--- src/rtl/eeprom_config_loader.sv ---
// Boot-time loader for the board EEPROM: fetches NUM_BYTES bytes with per-byte timeout/retry,
// commits them atomically and rescans while ID==0. Define EEPROM_CHECKSUM_EN to read and verify a trailing checksum byte.
module eeprom_config_loader #(
    parameter int          NUM_BYTES      = 4,
    parameter logic [10:0] BASE_ADDR      = 11'h000,
    parameter int          TIMEOUT_CYCLES = 65536,
    parameter int          MAX_RETRIES    = 3,
    parameter int          RESCAN_CYCLES  = 160_000_000
) (
    input  logic                   CLK,
    input  logic                   reset_n,
    input  logic                   reload,
    output logic [10:0]            ee_addr,
    output logic                   ee_read,
    input  logic [7:0]             ee_data,
    input  logic                   ee_ready,
    output logic [7:0]             id,
    output logic [8*NUM_BYTES-1:0] cfg_data,
    output logic                   cfg_valid,
    output logic                   busy,
    output logic                   error
);

`ifdef EEPROM_CHECKSUM_EN
    localparam int TOTAL = NUM_BYTES + 1;
`else
    localparam int TOTAL = NUM_BYTES;
`endif
    localparam int IDX_W = (TOTAL > 1) ? $clog2(TOTAL) : 1;
    localparam int TMR_W = $clog2(TIMEOUT_CYCLES + 1);
    localparam int RTY_W = (MAX_RETRIES > 0) ? $clog2(MAX_RETRIES + 1) : 1;
    localparam int HLD_W = $clog2(RESCAN_CYCLES + 1);

    localparam logic [IDX_W-1:0] LAST_IDX = IDX_W'(TOTAL - 1);
    localparam logic [TMR_W-1:0] TMR_LAST = TMR_W'(TIMEOUT_CYCLES - 1);
    localparam logic [RTY_W-1:0] RTY_MAX  = RTY_W'(MAX_RETRIES);
    localparam logic [HLD_W-1:0] HLD_LAST = HLD_W'(RESCAN_CYCLES - 1);

    typedef enum logic [2:0] {
        S_REQ,
        S_WAIT,
        S_CHECK,
        S_DONE,
        S_ERROR
    } state_t;

    state_t           state;
    logic [IDX_W-1:0] idx;
    logic [TMR_W-1:0] timer;
    logic [RTY_W-1:0] retries;
    logic [HLD_W-1:0] holdoff;
    logic [7:0]       shadow [TOTAL];
    logic             restart;
    logic             sum_ok;

    function automatic logic [10:0] byte_addr(input logic [IDX_W-1:0] i);
        return BASE_ADDR + 11'(i);
    endfunction

    // NOTE: every variable written here gets a default first so no latch is inferred.
    always_comb begin
        restart = 1'b0;
        if (state == S_DONE)
            restart = reload || (id == 8'h00 && holdoff == HLD_LAST);
        else if (state == S_ERROR)
            restart = reload || (holdoff == HLD_LAST);
    end

`ifdef EEPROM_CHECKSUM_EN
    logic [7:0] shadow_sum;
    always_comb begin
        shadow_sum = 8'h00;
        for (int k = 0; k < TOTAL; k++)
            shadow_sum = shadow_sum + shadow[k];
    end
    assign sum_ok = (shadow_sum == 8'h00);
`else
    assign sum_ok = 1'b1;
`endif

    // NOTE: the shadow buffer has no reset; a load rewrites every entry before a commit reads it.
    always_ff @(posedge CLK) begin
        if (reset_n && state == S_WAIT && ee_ready)
            shadow[idx] <= ee_data;
    end

    // NOTE: sequential state uses non-blocking assignments only, so every branch sees pre-edge values.
    always_ff @(posedge CLK) begin
        if (!reset_n) begin
            state     <= S_REQ;
            idx       <= '0;
            timer     <= '0;
            retries   <= '0;
            holdoff   <= '0;
            ee_addr   <= '0;
            ee_read   <= 1'b0;
            id        <= '0;
            cfg_data  <= '0;
            cfg_valid <= 1'b0;
            busy      <= 1'b0;
            error     <= 1'b0;
        end else begin
            ee_read <= 1'b0;
            case (state)
                // REQ with the strobe still low is the post-reset pending request; launch it here.
                S_REQ: begin
                    if (!ee_read) begin
                        ee_addr <= byte_addr(idx);
                        ee_read <= 1'b1;
                        busy    <= 1'b1;
                    end else begin
                        timer <= '0;
                        state <= S_WAIT;
                    end
                end

                S_WAIT: begin
                    if (ee_ready) begin
                        if (idx == LAST_IDX) begin
                            state <= S_CHECK;
                        end else begin
                            idx     <= idx + IDX_W'(1);
                            retries <= '0;
                            ee_addr <= byte_addr(idx + IDX_W'(1));
                            ee_read <= 1'b1;
                            state   <= S_REQ;
                        end
                    end else if (timer == TMR_LAST) begin
                        if (retries < RTY_MAX) begin
                            retries <= retries + RTY_W'(1);
                            ee_addr <= byte_addr(idx);
                            ee_read <= 1'b1;
                            state   <= S_REQ;
                        end else begin
                            error   <= 1'b1;
                            busy    <= 1'b0;
                            holdoff <= '0;
                            state   <= S_ERROR;
                        end
                    end else begin
                        timer <= timer + TMR_W'(1);
                    end
                end

                // Whole shadow lands on the outputs in one edge, or not at all.
                S_CHECK: begin
                    busy    <= 1'b0;
                    holdoff <= '0;
                    if (sum_ok) begin
                        id <= shadow[0];
                        for (int k = 0; k < NUM_BYTES; k++)
                            cfg_data[8*k +: 8] <= shadow[k];
                        cfg_valid <= 1'b1;
                        error     <= 1'b0;
                        state     <= S_DONE;
                    end else begin
                        error <= 1'b1;
                        state <= S_ERROR;
                    end
                end

                S_DONE, S_ERROR: begin
                    if (restart) begin
                        idx     <= '0;
                        retries <= '0;
                        holdoff <= '0;
                        ee_addr <= BASE_ADDR;
                        ee_read <= 1'b1;
                        busy    <= 1'b1;
                        state   <= S_REQ;
                    end else if (state == S_ERROR || id == 8'h00) begin
                        holdoff <= holdoff + HLD_W'(1);
                    end else begin
                        holdoff <= '0;
                    end
                end

                default: state <= S_REQ;
            endcase
        end
    end

endmodule

--- config.mk ---
export PLATFORM = sky130hd
export DESIGN_NAME = eeprom_config_loader
export DESIGN_NICKNAME = d
export VERILOG_FILES = /design/src/rtl/eeprom_config_loader.sv
export SDC_FILE = /design/constraint.sdc
export NUM_CORES = 1
export LEC_CHECK = 0
export CORE_MARGIN = 1
export CORE_UTILIZATION = 59
export DETAILED_ROUTE_END_ITERATION = 8
export GPL_TIMING_DRIVEN = 0
export PLACE_DENSITY = 0.81
export SKIP_LAST_GASP = 1
export SLEW_MARGIN = 0
export SYNTH_ARGS = -nofsm -noshare
export SYNTH_HDL_FRONTEND = slang
export SYNTH_SLANG_ARGS = --single-unit
--- constraint.sdc ---
create_clock -name CLK -period 7.8 [get_ports CLK]
set_input_delay 0.78 -clock CLK [delete_from_list [all_inputs] [get_ports CLK]]
set_output_delay 0.78 -clock CLK [all_outputs]
set_load 0.01 [all_outputs]
==> summary.txt <==
Logic synthesis
  • Gate Count Post-Synth: 544
  • Area share of the largest cell type after synthesis: 33.97%
  • Yosys reg bits: 122
  • Adder-cell share of the synthesized area: 1.887%
  • Sequential cell area fraction in the yosys report: 52.09%
  • Top post-synthesis cells by area: dfxtp_1, edfxtp_1, nand2_1
  • Post-synth EDFFs: 32
  • Syn Std Cell Area: 5304 um^2
  • Dominant synthesized flop cell: dfxtp_1
  • Multiplexer share of the synthesized area: 0.7549%
  • Synth cell types: 64
  • Mean Syn Cell Area: 9.750 um^2
  • Largest family of logic cells by synthesized area: simple AND/OR/NAND/NOR gates
  • Yosys top cell by area: dfxtp_1
  • Synth Area in Simple Gates: 23.50%
  • Synth Area in Compound Gates: 10.97%
  • Synth async-reset ratio: 0%
  • Synthesis warning total: 0
  • Post-Synth XOR/XNOR Area: 5.615%

Global route
  • Initial antenna violation count: 0
  • Vias in the first global route: 4306
  • Largest net degree at the start of global routing: 17
  • First-pass GRT wire length: 20690 um
  • All-layer global routing usage: 27.83%
  • Grt total ovfl: 0

Floorplan
  • Core area: 8721 um^2
  • DIE WIDTH: 96.82 um
  • DIE AREA: 9373 um^2
  • Chip Height: 96.82 um
  • I/O pin cnt: 67
  • FP Rows: 34
  • Initial core utilization: 60.82%

Placed design
  • Inst Count DP: 717
  • Final HPWL DP: 8210 um
  • Routability cong.: 0.8587
  • PortBufs: 57

STA
  • Layout Skew: 0.007546 ns
  • Final setup viols: 0
  • Setup tns final: 0 ns
  • Min Clock Period, post-route: 3.319 ns
  • RSZ-0062 raised after global routing: false
  • Max Fclk: 301.3 MHz
  • Final hold vios: 0
  • Relative slew slack: 37.07%
  • Final period utilization: 42.55%
  • Max Transition Viols Final: 0
  • Least-Margin Pin Slew: 0.9360 ns

Cells and area
  • Fillcell total: 611
  • Layout area overhead: 25.48%
  • Non-filler cells, final: 749
  • Share of layout cells above drive strength 1: 11.54%
  • Final #Nets: 648
  • Diodes inserted: 0

CTS
  • Sinks on Clock Net: 122
  • TritonCTS Buffers: 17
  • H-Tree Depth: 4
  • Clk Latency, worst-skew pair: 0.52 ns
  • Hold buffers post-CTS: 0
  • Max clock buf depth: 2
  • Post-CTS setup buffers: 0
  • Clock slew at reported path FFs: 0.06 ns
  • CTS root buffer: clkbuf_8
  • CTS tree: built
  • Resize count post-CTS: 0

Run
  • Maxcap violations: 0

Worst setup path
  • Setup CP Type: flip-flop to flip-flop
  • Critical Path Source Type: flip-flop
  • WP data required: 8.23 ns
  • CP Capture Type: flip-flop
  • Delay of the slowest critical-path stage: 0.42 ns
  • CP cell instances: and4_1 > and4_1 > nand3_1 > nor4_1 > ha_1 > nand4b_1 > a21oi_1 > buf_2 > and4_1 > nand4_1 > a211oi_1
  • CP max-delay cell: a21oi_1
  • Crit path max fanout: 10
  • Worst endpoint data arrival time: 3.75 ns
  • Most Frequent Cell on Critical Path: and4_1

Outcome
  • Outcome: completed

Hold path
  • Hold Crit Class: flip-flop to flip-flop

Routing
  • Residual DRC: 0
  • Drt first pass iters: 8
  • Via density per instance: 5.884
  • Drt total wl: 12690 um
  • Via count: 4407
  • Antenna viol nets, final: 0
  • Initial drt markers: 300
  • Routed wire per std cell: 16.94 um

Power
  • Leakage: 2.387 nW
  • Maximum VDD drop: 0.2138 mV
  • PwrDens: 230.0 nW/um^2
state kept, by name (all words and copies together) (netlist names), 2 cells and up:
register and count:
shadow 32, state 3, retries 2, idx 2, cfg_data 32, holdoff 28
ee_addr 2, timer 17
cell families (layout without fill, tap and decap cells):
family	count (synthesis)	after routing
flops	122	122
simple gates	236	236
mux	4	4
fa+ha+maj	8	8
xor+xnor	34	34
compound gates	87	87
buf+inv	52	141
other cells	1	9
layout make-up:
cell class | instances | area [um^2] | share of cell area (%)
flip-flops and latches | 122 | 2763 | 41.51
multi-input cells | 378 | 2300 | 34.56
repair buffers | 57 | 570.5 | 8.573
clock buffers | 17 | 414.1 | 6.223
plain buffers | 42 | 234.0 | 3.516
clock inverters | 15 | 201.4 | 3.027
well taps | 108 | 135.1 | 2.030
inverters | 10 | 37.54 | 0.5640
worst max-delay path: cells and delay by family (launching register included):
family	cells	cell delay, ns
AOI/OAI and AO/OA	2	0.67
adders and majority gates	1	0.28
buffers and inverters	1	0.33
DFF	1	0.41
and+or+nand+nor	7	1.54
metrics by stage:
step           area [um^2]  power, mW  setup WS [ns]  hold slack (ns)  util, %
6_report              6655      1.530          4.481           0.4562    76.31
3_3_place_gp          6040     0.7260          4.760           0.4440    69.25
4_1_cts               6655      1.536          4.507           0.4584    76.31
5_1_grt               6655      1.567          4.208           0.4865    76.31
2_1_floorplan         5334     0.7067          5.044           0.4626        -
3_5_place_dp          6040     0.7280          4.618           0.4485    69.25
worst paths after layout:
check	slack [ns]	cells past startpoint	from	to
worst min register to register	0.46	2	cfg_data[20]	cfg_data[20]
worst max register to register	4.48	11	timer[6]	holdoff[14]
worst max-delay path	4.48	11	timer[6]	holdoff[14]
worst min-delay path	0.46	2	cfg_data[20]	cfg_data[20]
report_power, final:
group	internal [mW]	switching, mW
clock	0.500	0.314
combinational	0.0231	0.0343
sequential	0.655	0.00411
cell usage in the layout, fill, tap and decap left out, types with 4 or more instances in the layout:
cell type,synthesis,final
nand4_1,14,14
buf_4,17,17
edfxtp_1,32,32
clkbuf_16,0,16
and3_1,11,11
conb_1,1,9
clkdlybuf4s50_1,0,57
and2_1,4,4
mux2i_1,4,4
nor2_1,29,29
and4_1,7,7
dfxtp_1,90,90
ha_1,8,8
nor3_1,22,22
o211ai_1,5,5
a21oi_1,45,45
nor2b_1,7,7
buf_2,10,10
inv_6,0,6
inv_1,9,9
xnor2_1,9,9
nand3_1,18,18
a211oi_1,7,7
xor2_1,25,25
clkbuf_1,15,15
nor4_1,8,8
nand2_1,90,90
o31ai_1,5,5
synthesized netlist by cell type, drive strengths merged (2+ instances only):
master / instances
mux2i: 4
nand4b: 2
inv: 9
clkbuf: 15
and3: 11
nor4: 9
or3: 2
xnor2: 9
and4: 7
edfxtp: 32
nand4: 16
a21oi: 46
nand2: 90
a21o: 2
and2: 4
o21ai: 5
a211oi: 9
dfxtp: 90
nor3b: 2
ha: 8
a41oi: 3
nor2b: 7
o31ai: 5
o211ai: 5
xor2: 25
nor2: 29
a2111oi: 4
nand3b: 2
nor3: 24
buf: 27
nand2b: 3
nand3: 19
routing by layer:
layer  wire (um)  track usage (%)  part of all wire [%]
met4         127            8.840                   1.0
met5           0                0                     0
met2        6430            47.83                    51
met3         802            6.503                   6.3
met1        5329            34.51                    42
Note: power is estimated with default switching activity, not from simulation.
